**src/rtl/nv_ram_rwsp_32x129_fifo_ctrl.sv**
```systemverilog
// -----------------------------------------------------------------------------
// nv_ram_rwsp_32x129_fifo_ctrl
//
// Purpose:
//   Flow-controlled FIFO controller wrapped around one 32 x 129 two-port RAM
//   (nv_ram_rwsp_32x129). The RAM has a registered read address (loaded by
//   ram_re) and a gated output register (loaded by ram_ore). This block turns
//   those raw ports into a valid/ready push side and a valid/ready pop side.
//   It tracks write/read pointers and occupancy, and advances or holds the
//   RAM's two read stages so that one word per cycle can be sustained.
//
// Ports:
//   clk        core clock (single domain)
//   rst        synchronous active-high reset
//   wr_pvld    producer word valid
//   wr_prdy    controller accepts the word (depends on state only)
//   wr_pd      producer payload
//   rd_pvld    consumer word valid
//   rd_prdy    consumer accepts the word
//   rd_pd      consumer payload, taken straight from ram_dout
//   ram_we     RAM write enable
//   ram_wa     RAM write address
//   ram_di     RAM write data
//   ram_re     RAM read-address register load
//   ram_ra     RAM read address
//   ram_ore    RAM output-register load
//   ram_dout   RAM registered read data
//   fifo_count occupancy, 0..DEPTH (includes words inside the read stages)
// -----------------------------------------------------------------------------
module nv_ram_rwsp_32x129_fifo_ctrl #(
  parameter int DEPTH = 32,
  parameter int WIDTH = 129,
  parameter int AW    = 5
) (
  input  logic             clk,
  input  logic             rst,
  input  logic             wr_pvld,
  output logic             wr_prdy,
  input  logic [WIDTH-1:0] wr_pd,
  output logic             rd_pvld,
  input  logic             rd_prdy,
  output logic [WIDTH-1:0] rd_pd,
  output logic             ram_we,
  output logic [AW-1:0]    ram_wa,
  output logic [WIDTH-1:0] ram_di,
  output logic             ram_re,
  output logic [AW-1:0]    ram_ra,
  output logic             ram_ore,
  input  logic [WIDTH-1:0] ram_dout,
  output logic [AW:0]      fifo_count
);

  localparam logic [AW:0] FULL_CNT = (AW+1)'(DEPTH);
  localparam logic [AW:0] ZERO_CNT = {(AW+1){1'b0}};

  // Architectural state
  logic [AW-1:0] wr_ptr_q,   wr_ptr_d;
  logic [AW-1:0] rd_ptr_q,   rd_ptr_d;
  logic [AW:0]   count_q,    count_d;
  logic [AW:0]   unissued_q, unissued_d;
  logic          s1_vld_q,   s1_vld_d;   // mirrors RAM read-address register
  logic          s2_vld_q,   s2_vld_d;   // mirrors RAM output register

  // Handshake / pipeline control
  logic push_s;
  logic pop_s;
  logic s1_adv_s;
  logic issue_s;

  // Full is judged on registered count only, so a same-cycle pop never
  // opens the write side; the freed slot shows up one cycle later.
  assign wr_prdy = !rst && (count_q != FULL_CNT);
  assign push_s  = wr_pvld && wr_prdy;

  assign rd_pvld = !rst && s2_vld_q;
  assign pop_s   = rd_pvld && rd_prdy;

  // Stage 1 moves into the output register when stage 2 is free or leaving.
  assign s1_adv_s = !rst && s1_vld_q && (!s2_vld_q || pop_s);

  // A new address is loaded only for words written on an earlier cycle
  // (unissued is registered), and only when stage 1 is empty or advancing.
  assign issue_s  = !rst && (unissued_q != ZERO_CNT) && (!s1_vld_q || s1_adv_s);

  // RAM port wiring
  assign ram_we  = push_s;
  assign ram_wa  = wr_ptr_q;
  assign ram_di  = wr_pd;
  assign ram_re  = issue_s;
  assign ram_ra  = rd_ptr_q;
  assign ram_ore = s1_adv_s;
  assign rd_pd   = ram_dout;

  assign fifo_count = count_q;

  // Next-state computation for pointers, counters and stage valids
  always_comb begin
    wr_ptr_d   = wr_ptr_q;
    rd_ptr_d   = rd_ptr_q;
    count_d    = count_q;
    unissued_d = unissued_q;
    s1_vld_d   = s1_vld_q;
    s2_vld_d   = s2_vld_q;

    // Pointers wrap naturally at 2**AW == DEPTH.
    if (push_s) begin
      wr_ptr_d = wr_ptr_q + {{(AW-1){1'b0}}, 1'b1};
    end else begin
      wr_ptr_d = wr_ptr_q;
    end

    if (issue_s) begin
      rd_ptr_d = rd_ptr_q + {{(AW-1){1'b0}}, 1'b1};
    end else begin
      rd_ptr_d = rd_ptr_q;
    end

    // count releases a slot only at the consumer pop, so the entries held in
    // either read stage can never be overwritten by the producer.
    count_d    = count_q    + {{AW{1'b0}}, push_s} - {{AW{1'b0}}, pop_s};
    unissued_d = unissued_q + {{AW{1'b0}}, push_s} - {{AW{1'b0}}, issue_s};

    if (issue_s) begin
      s1_vld_d = 1'b1;
    end else begin
      s1_vld_d = s1_vld_q && !s1_adv_s;
    end

    if (s1_adv_s) begin
      s2_vld_d = 1'b1;
    end else begin
      s2_vld_d = s2_vld_q && !pop_s;
    end
  end

  // State registers with synchronous reset; RAM contents are not touched
  always_ff @(posedge clk) begin
    if (rst) begin
      wr_ptr_q   <= {AW{1'b0}};
      rd_ptr_q   <= {AW{1'b0}};
      count_q    <= ZERO_CNT;
      unissued_q <= ZERO_CNT;
      s1_vld_q   <= 1'b0;
      s2_vld_q   <= 1'b0;
    end else begin
      wr_ptr_q   <= wr_ptr_d;
      rd_ptr_q   <= rd_ptr_d;
      count_q    <= count_d;
      unissued_q <= unissued_d;
      s1_vld_q   <= s1_vld_d;
      s2_vld_q   <= s2_vld_d;
    end
  end

endmodule
```
**config.mk**
```make
export PLATFORM = sky130hd
export DESIGN_NAME = nv_ram_rwsp_32x129_fifo_ctrl
export DESIGN_NICKNAME = d
export VERILOG_FILES = /design/src/rtl/nv_ram_rwsp_32x129_fifo_ctrl.sv
export SDC_FILE = /design/constraint.sdc
export NUM_CORES = 1
export LEC_CHECK = 0
export ABC_AREA = 1
export CAP_MARGIN = 5
export CELL_PAD_IN_SITES_DETAIL_PLACEMENT = 0
export CELL_PAD_IN_SITES_GLOBAL_PLACEMENT = 1
export CORE_AREA = 2 2 210 212
export CTS_CLUSTER_DIAMETER = 200
export DETAILED_ROUTE_END_ITERATION = 6
export DIE_AREA = 0 0 212 214
export GPL_TIMING_DRIVEN = 0
export PLACE_DENSITY_LB_ADDON = 0.1
export SYNTH_ARGS = -nofsm -noshare
export SYNTH_HDL_FRONTEND = slang
export SYNTH_SLANG_ARGS = --single-unit
```
**constraint.sdc**
```tcl
create_clock -name clk -period 2.48 [get_ports clk]
set_input_delay 0.62 -clock clk [delete_from_list [all_inputs] [get_ports clk]]
set_output_delay 0.62 -clock clk [all_outputs]
set_load 0.02 [all_outputs]
```
==> results by group, run 1 <==
Run status
  – Status: completed

Clocking
  – Worst-path clk slew: 0.08 ns
  – # hold bufs at CTS: 0
  – Clock latency on the worst-skew pair: 0.27 ns
  – CTS H-tree depth: 1
  – Root Buffer: clkbuf_16
  – Max clock buf depth: 2
  – TritonCTS clock tree: yes
  – Clock tree sinks: 24
  – Cts bufs inserted: 3

Worst setup path
  – CP max FO: 6
  – Flop-to-flop setup slack: 0.16 ns
  – CP Buf/Inv Count: 3
  – Critical path class: input port to flop
  – Top Family by Delay on Critical Path: buffers and inverters
  – CP required: 2.64 ns
  – Crit path largest cell delay: ~0.47 ns
  – CP Data Arrival Time: 2.49 ns
  – Setup crit start kind: input port
  – Slowest-stage cell, CP: clkdlybuf4s50_1
  – Crit path capture type: flop
  – CP cell instances: clkdlybuf4s50_1 -> nand3_4 -> clkinvlp_4 -> buf_4 -> ha_2 -> fa_2 -> nand2_2 -> a21oi_2 -> nor3_1 -> nor2_1

Route
  – WL per Instance: ~11 um
  – Detailed Route Iter0 Violations: 58
  – Post-route DRC violation count: 0
  – Total vias in the final route: 3504
  – Routed WL: 14.01 mm
  – Pre-Repair DR Iteration Count: 4
  – ANT nets after route: 0
  – Vias per cell: 2.627

Die
  – Height of the die: 214 um
  – Core area: around 43000 um^2
  – Ports: approximately 540
  – Die width: roughly 210 um
  – Starting density of the core: under 10%
  – Die area: between 40000 and 50000 um^2
  – Site row count: 76

Timing
  – Tcrit/Tclk final: 94.00%
  – FMAX: 429.0 MHz
  – Final Max Slew Viols: 0
  – Tmin final: 2.331 ns
  – Final hold viol count: 0
  – Rel. slew slack: 73.56%
  – Measured slew at the worst slew-check pin: 0.3954 ns
  – Unrepaired setup endpoints after global routing: false
  – Final setup margin: approximately 0.15 ns
  – Count of final setup violators: 0
  – Worst clock skew: 0.007562 ns

GRT
  – Grt ovf: 0
  – First-pass GRT wire length: 18.95 mm
  – Vias in the first global route: 3380
  – Largest net degree at the start of global routing: 15
  – Antenna violations before repair: 0
  – GRT Util Overall: 5.463%

Logic synthesis
  – Post-synthesis sequential area ratio: 14.16%
  – Post-synthesis async set-or-reset flop share: 0%
  – Prevailing post-synth register cell: dfxtp_1
  – Synth warn: 0
  – Syn Area/Cell: ~7.4 um^2
  – Cell Area, Synth: roughly 3400 um^2
  – Distinct cell type count after synthesis: 23
  – Cell count after synthesis: 457
  – Post-synth EDFFs: 0
  – Synthesized flop and latch total: 24
  – Syn Nets: 739

Finish
  – Fillers: approximately 4900
  – Post-Layout Cell Count: around 1300
  – Antenna fix cells: 0
  – Layout Nets: between 1000 and 1500
  – Layout area overhead: 110.5%
  – Multi-input logic area: between 800 and 900 um^2
  – Share of cells above drive strength 1: between 30% and 40%
  – Seq. cell area: 481.7 um^2

Power
  – Power Total: 3.307 mW
  – Switching power: approximately 1.4 mW
  – Combinational group share of total power: 68.1%
  – Reg power frac: 17.0%
  – P_int: around 1.9 mW
  – Clock network fraction of design power: 14.9%
  – Worst vdd ir: 204.7 uV
  – Pwr/cell area: 462.9 nW/um^2
  – Sw frac: 41.83%
  – Leak pwr: 3.187 nW

Place
  – Port bufs: 281
  – Hpwl dp: 12.83 mm
  – Placement Setup Slack: -0.5711 ns
  – Routability cong.: 0.6746
  – Placed cells: 1323

Hold path
  – Min-delay worst type: flop to flop

Flow run
  – Max cap viols: 0
==> timing repair <==
item	CTS	global route
pin swaps	6	2
endpoints found under the hold margin	0	0
endpoints found under the setup margin	9	6
gates resized for setup	17	11
setup buffers	5	2
==> registers in the layout (all words and copies together) (netlist names) <==
register    count
fifo_count      6
s1_vld_q        1
ram_wa          5
s2_vld_q        1
ram_ra          5
unissued_q      6
==> worst min-delay path, cell delays in order (launching register included) <==
cell and delay (ns):
dfxtp_1 0.32, nand2_2 0.08, a21oi_1 0.05
==> through the flow <==
step	TNS, ns	cell area [um^2]	util, %	hold slack, ns
after floorplan	0	3393	-	0.4776
after global placement	-3.988	6938	16.18	0.4951
after detailed placement	-3.867	6938	16.18	0.4939
after CTS	0	7102	16.56	0.4985
after global routing	0	7144	16.66	0.5355
final	0	7144	16.66	0.4969
==> layout make-up <==
type                       count  share of cell area (%)
buffer                       261                   27.44
clock buffer                   3                   1.051
clock inverter                 1                  0.4203
inverter                      39                   2.154
multi-input combinational    133                   11.93
sequential                    24                   6.743
tap                          585                   10.25
timing repair buffer         288                   40.02
==> Yosys cell counts, types with 3 or more instances <==
cell / number / share of area, %
nor3_1: 3 / 0.44
o21ai_0: 6 / 0.88
ha_1: 18 / 6.6
buf_4: 259 / 57
dfxtp_1: 24 / 14
a21oi_1: 18 / 2.7
nand3_1: 9 / 1.3
inv_1: 36 / 4.0
nor2_1: 20 / 2.2
nand2_1: 41 / 4.5
nand4_1: 5 / 0.92
==> kinds of logic after synthesis <==
logic type,share of synthesized area (%)
buffers and inverters,62.09
AND/OR/NAND/NOR,10.99
AO/OA/AOI/OAI,3.909
flip-flops,14.16
adder cells (fa/ha/maj),7.817
XOR/XNOR,1.033
==> layer usage <==
layer / vias up / GRT usage (%) / part of all wire, %
li1: 1726 / - / -
met1: 1515 / 4.339 / 29
met2: 259 / 12.26 / 59
met3: 4 / 1.994 / 12
met4: 0 / 0.5634 / 0.31
met5: - / 0 / 0
==> power groups by stage <==
stage	Clock, mW	Combinational [mW]	Sequential [mW]
after floorplan	0	1.31	0.615
after CTS	0.517	2.26	0.567
after global routing	0.533	2.51	0.580
after detailed placement	0	2.18	0.575
final	0.492	2.25	0.562
after global placement	0	2.22	0.576
==> cells in the final DEF, fill, tap and decap left out, types with 2 or more instances in the layout <==
cell,count
clkdlybuf4s50_1,276
buf_4,266
nand2_1,38
inv_1,34
dfxtp_1,23
nor2_1,18
a21oi_1,17
ha_1,15
nand3_1,9
nand4_1,5
nand2_2,4
o21ai_0,4
nor3_1,3
clkbuf_16,3
dlygate4sd2_1,3
nor2_4,2
inv_2,2
nand2_4,2
xor2_1,2
o21ai_1,2
xnor2_1,2
a31oi_1,2
ha_2,2
==> worst paths after layout <==
check,start,end,depth (start not counted)
worst max-delay path,wr_pvld,unissued_q[4],10
worst min-delay path,s2_vld_q,s2_vld_q,2
worst max register to register,unissued_q[4],unissued_q[4],15
worst min register to register,s2_vld_q,s2_vld_q,2
No activity file was read; power rests on OpenSTA's default activity.
==> run 2, diff against run 1 <==
Settings changed: CORE_AREA 2 2 210 212 to 2 2 208 210, DIE_AREA 0 0 212 214 to 0 0 210 212, HOLD_SLACK_MARGIN from default to 0.12.
Clock period 2.48 ns to 2.2 ns, I/O delays scaled along.
==> run 2 against run 1 <==
Via count grew 2.4%. Die area shrank 1.9%. Non-clock buffer count grew 11. Worst hold slack lost 0.017 ns. Final cell count shrank 2.1%. Highest routed layer unchanged.
==> results by group, run 2 (synthesis gave the netlist of run 1 again) <==
Run status
  – Status: completed (unchanged)

Die
  – Core area: 42510 um^2 (was 42890 um^2)
  – Ports: 541 (unchanged)
  – Die width: 210 um (was 212 um)
  – Starting density of the core: 7.983% (was 7.912%)
  – Height of the die: 212 um (was 214 um)
  – Site row count: 76 (unchanged)
  – Die area: 44520 um^2 (was 45370 um^2)

Clocking
  – CTS H-tree depth: 1 (unchanged)
  – Cts bufs inserted: 3 (unchanged)
  – TritonCTS clock tree: yes (unchanged)
  – Clock latency on the worst-skew pair: 0.27 ns (about the same)
  – # hold bufs at CTS: 0 (unchanged)
  – Worst-path clk slew: 0.08 ns (about the same)
  – Clock tree sinks: 24 (unchanged)
  – Max clock buf depth: 2 (unchanged)
  – Root Buffer: clkbuf_16 (unchanged)

Timing
  – Unrepaired setup endpoints after global routing: true (was false)
  – Tcrit/Tclk final: 99.98%
  – Worst clock skew: 0.003201 ns (was 0.007562 ns)
  – Measured slew at the worst slew-check pin: 0.3363 ns (was 0.3954 ns)
  – Tmin final: 2.200 ns
  – Count of final setup violators: 0 (unchanged)
  – Rel. slew slack: 77.51% (was 73.56%)
  – FMAX: about 450 MHz
  – Final hold viol count: 0 (unchanged)
  – WHS: 0.4800 ns (was 0.4969 ns)
  – Setup tns final: 0 ns (unchanged)
  – Final Max Slew Viols: 0 (unchanged)

Worst setup path
  – Crit path largest cell delay: 0.36 ns (was 0.47 ns)
  – Most used cell, CP: nand2_2
  – Flop-to-flop setup slack: 0.01 ns (was 0.16 ns)
  – Origin of the critical flop-to-flop path: unissued_q[4] (unchanged)
  – Crit path capture type: flop (unchanged)
  – Setup crit start kind: input port (unchanged)
  – Critical path class: input port to flop (unchanged)
  – Slowest-stage cell, CP: fa_2 (was clkdlybuf4s50_1)
  – R2R Path End: unissued_q[4] (unchanged)
  – CP Data Arrival Time: 2.40 ns (was 2.49 ns)
  – CP Launch Point: rd_prdy (was wr_pvld)
  – CP cell instances: dlygate4sd2_1 -> inv_2 -> nand2_2 -> nand2_2 -> nand2_4 -> nand2_4 -> inv_6 -> ha_4 -> inv_2 -> ha_4 -> fa_2 -> nand2_2 -> a21oi_2 -> nor2_1 -> o21ai_1 -> nor2_1 (was clkdlybuf4s50_1 -> nand3_4 -> clkinvlp_4 -> buf_4 -> ha_2 -> fa_2 -> nand2_2 -> a21oi_2 -> nor3_1 -> nor2_1)
  – Worst Reg-to-Reg Cells: 16 (was 15)
  – CP max FO: 4 (was 6)
  – CP required: 2.40 ns (was 2.64 ns)

Route
  – DR WL met2: 8.713 mm (was 8.262 mm)
  – WL met3: 1.315 mm (was 1.680 mm)
  – Post-route DRC violation count: 0 (unchanged)
  – Detailed Route Iter0 Violations: 73 (was 58)
  – Met1 WL: 4.810 mm (was 4.021 mm)
  – DR top layer: met4 (unchanged)
  – Total vias in the final route: 3589 (was 3504)
  – Pre-Repair DR Iteration Count: 4 (unchanged)
  – WL per Instance: 11.39 um (was 10.50 um)
  – ANT nets after route: 0 (unchanged)
  – Routed WL: 14.88 mm (was 14.01 mm)
  – Vias per cell: 2.748 (was 2.627)

Finish
  – Core Util, Final: 17.11% (was 16.66%)
  – Antenna fix cells: 0 (unchanged)
  – Layout area overhead: 114.3% (was 110.5%)
  – Commonest non-fill, non-tap cell in the layout: buf_4 (was clkdlybuf4s50_1)
  – Final Cell Area: 7273 um^2 (was 7144 um^2)
  – Fillers: 4790 (was 4872)
  – Commonest non-fill, non-tap cells in the layout: buf_4, clkdlybuf4s50_1, nand2_1 (was clkdlybuf4s50_1, buf_4, nand2_1)
  – Layout Nets: 1043 (was 1032)
  – Share of cells above drive strength 1: 43.29% (was 39.25%)

Place
  – Routability cong.: 0.6622 (was 0.6746)
  – Cell area after placement: 6945 um^2 (was 6938 um^2)
  – Hpwl dp: 13.50 mm (was 12.83 mm)
  – Port bufs: 281 (unchanged)

Power
  – Pwr/cell area: 543.4 nW/um^2 (was 462.9 nW/um^2)
  – Worst vdd ir: 266.2 uV (was 204.7 uV)
  – Leak pwr: 3.236 nW (was 3.187 nW)

Hold path
  – Min-delay src: rst (was s2_vld_q)
  – Hold Path Stages: 2 (unchanged)
  – Hold Path End: s2_vld_q (unchanged)
  – Min-delay worst type: input port to flop (was flop to flop)

GRT
  – Antenna violations before repair: 0 (unchanged)
  – Vias in the first global route: 3351 (was 3380)
  – Grt ovf: 0 (unchanged)
  – First-pass GRT wire length: 19.79 mm (was 18.95 mm)
  – GRT Util Overall: 5.875% (was 5.463%)
  – Largest net degree at the start of global routing: 14 (was 15)

Flow run
  – Max cap viols: 0 (unchanged)
## run 2: cell types whose count changed in the layout (fill, tap and decap cells not counted), moves of 3 or more
cell     change
buf_4        +9
inv_1        -7
inv_2        +7
dfxtp_1      -5
dfxtp_2      +5
ha_4         +4
ha_1         -3
## run 2: worst max-delay path, delay by kind of cell
kind / cells / cell delay (ns)
buffers and inverters: 4 / 0.39
AOI/OAI and AO/OA: 2 / 0.14
adders and majority gates: 3 / 0.76
and+or+nand+nor: 7 / 0.55
## run 2: worst max-delay path by stage
stage	endpoint	slack, ns
3_5_place_dp	unissued_q[4]	-0.65
2_1_floorplan	unissued_q[4]	-0.04
4_1_cts	fifo_count[4]	-0.008
3_3_place_gp	unissued_q[4]	-0.65
6_report	unissued_q[4]	0.0003
5_1_grt	unissued_q[4]	-0.12
## run 2: metrics by stage
stage               instances  setup WS (ns)  power (mW)
CTS                      1298      -0.007516       3.892
finish                   1306      0.0003355       3.952
global route             1306        -0.1198       4.313
floorplan                 457       -0.03961       2.247
detailed placement       1284        -0.6537       3.175
global placement         1284        -0.6483       3.218
## run 2: layout make-up
type	instances	area (um^2)	share of cell area [%]
plain buffers	261	1969	27.08
clock buffers	4	88.84	1.221
inverters	39	156.4	2.150
multi-input cells	133	939.7	12.92
flip-flops and latches	24	488.0	6.709
well taps	546	683.2	9.393
repair buffers	299	2948	40.53
## run 2: where the power goes
group / internal, mW / switching (mW) / total [mW] / leakage (nW)
sequential: 0.562 / 0.0851 / 0.647 / 0.199
combinational: 1.43 / 1.39 / 2.83 / 2.99
clock: 0.280 / 0.200 / 0.479 / 0.0442
## run 2: timing repair
action / CTS / global route
hold endpoints to repair: 0 / 0
gates resized for setup: 36 / 22
cloned: 0 / 0
setup endpoints to repair: 13 / 5
setup buffers: 10 / 8
pin swaps: 9 / 2
## run 2: per-layer routing
metal	global-route usage (%)	vias up
met2	12.54	255
li1	-	1749
met3	1.669	2
met1	5.621	1583
met5	0	-
met4	0.5869	0
==> RTL edit: new RTL, flow settings as in run 2 <==
Reset style: asynchronous (`rst`), changed in one clocked block. Comments in the files are not updated.
--- a/src/rtl/nv_ram_rwsp_32x129_fifo_ctrl.sv
+++ b/src/rtl/nv_ram_rwsp_32x129_fifo_ctrl.sv
@@ -134,7 +134,7 @@
   end
 
   // State registers with synchronous reset; RAM contents are not touched
-  always_ff @(posedge clk) begin
+  always_ff @(posedge clk or posedge rst) begin
     if (rst) begin
       wr_ptr_q   <= {AW{1'b0}};
       rd_ptr_q   <= {AW{1'b0}};
Formal check against the unedited RTL: differs if rst is asserted again (counterexample within 4 cycles, from zero or initial values and one cycle with rst high); with rst held inactive, the same outputs for 4 cycles.
==> RTL edit against run 2 <==
- critical path type is now reg2reg
- power is 17% higher
- sequential cell count did not move
- wire length shrank 8.3%
- design area is 0.41% higher
- cell count shrank 1.8%
- critical endpoint is now unissued_q[4]
- global-route usage shrank 0.46 points
- synthesized area rose by 1.0%
- setup slack better by 0.064 ns
==> RTL edit: results <==
[timing]
skew_ns = 0.00228
worst_pin_slew_ns = 0.323
worst_slack_ns = 0.0646
holdWs_ns = 0.264
final_hold_viol_count = 0

[synth]
syn-num-nets = 716
synth_area_leaders = "buf_4, dfrtp_1, ha_1"
synthFlopType = "dfrtp_1"
synth_top_cell_by_area = "buf_4"
netlist_instances = 434
yosysSeqAreaShare = 0.175
synth.top_cells.by_count = "buf_4, nand2_1, inv_1, dfrtp_1, ha_1"
synth_cell_type_count = 21
async_flop_share = 1.00

[place]
io_buffer_count = 282
routabilityCongestion = 0.646
placed_area_sq_um = 6960
dp_worst_setup_slack_ns = -1.39
dpl.hpwl_mm = 12.2
post-place-cells = 1262

[detailed_routing]
routed_wl_mm = 13.6
first_pass_iters = 4
ant_nets = 0
wl_per_cell_um = 10.6
drt_iter0_drc = 32
via_per_inst = 2.66

[clock_network]
clockBufferDepth = 2
clock_latency_ns = 0.27
post_cts_buffers = 14
cts_buffers = 3
cts_resized = 37

[worst_setup_path]
r2r_cells = 14
cp_slowest_cell = "dfrtp_1"
r2r-end = "unissued_q[4]"
critPathTopFamily = "adder cells"
critPathMaxStageDelay_ns = 0.40
arrival_ns = 2.29
crit_path_max_fanout = 2
timing.rr.start = "unissued_q[2]"
criticalPathCategory = "reg2reg"

[global_routing]
grt_antenna_before_repair = 0
grt_max_degree = 14
grt_usage = 0.0541
overflow = 0
grt_pass1_vias = 3218
grt_pass1_wl_mm = 18.5

[worst_hold_path]
min_path_type = "in2async"

[pwr]
max-vdd-ir-drop_mv = 0.238
switching_power_mw = 2.00
leakage_nw = 3.35

[status]
status = "finished clean"

[finish]
nets = 1020
drive_gt1_frac = 0.423
[RTL edit: area by class of cell]
cell class                 count  area, sq um
buffer                       258         1940
clock buffer                   4         88.8
timing repair buffer         298         2930
fill                        4846        35200
sequential                    24          601
tap                          546          683
timing repair inverter         1         8.76
multi-input combinational    113          876
inverter                      39          180
[RTL edit: routing by layer]
layer	share of wire	global-route usage
met2	0.58	0.114
met1	0.31	0.0501
met4	0.0096	0.0147
met5	0	0
met3	0.099	0.0145
[RTL edit: logic make-up after synthesis]
logic type / Yosys count / share of synthesized area
buf+inv: 297 / 0.608
compound gates: 10 / 0.0168
flops: 24 / 0.175
xor+xnor: 11 / 0.0281
fa+ha+maj: 20 / 0.0774
simple gates: 72 / 0.0949
[RTL edit: power by group through the flow]
stage,clock [mW],sequential (mW),combinational [mW]
2_1_floorplan,0,0.979,1.76
3_3_place_gp,0,0.884,3.06
3_5_place_dp,0,0.882,3.03
4_1_cts,0.494,0.883,3.25
5_1_grt,0.497,0.922,3.63
6_report,0.468,0.885,3.27
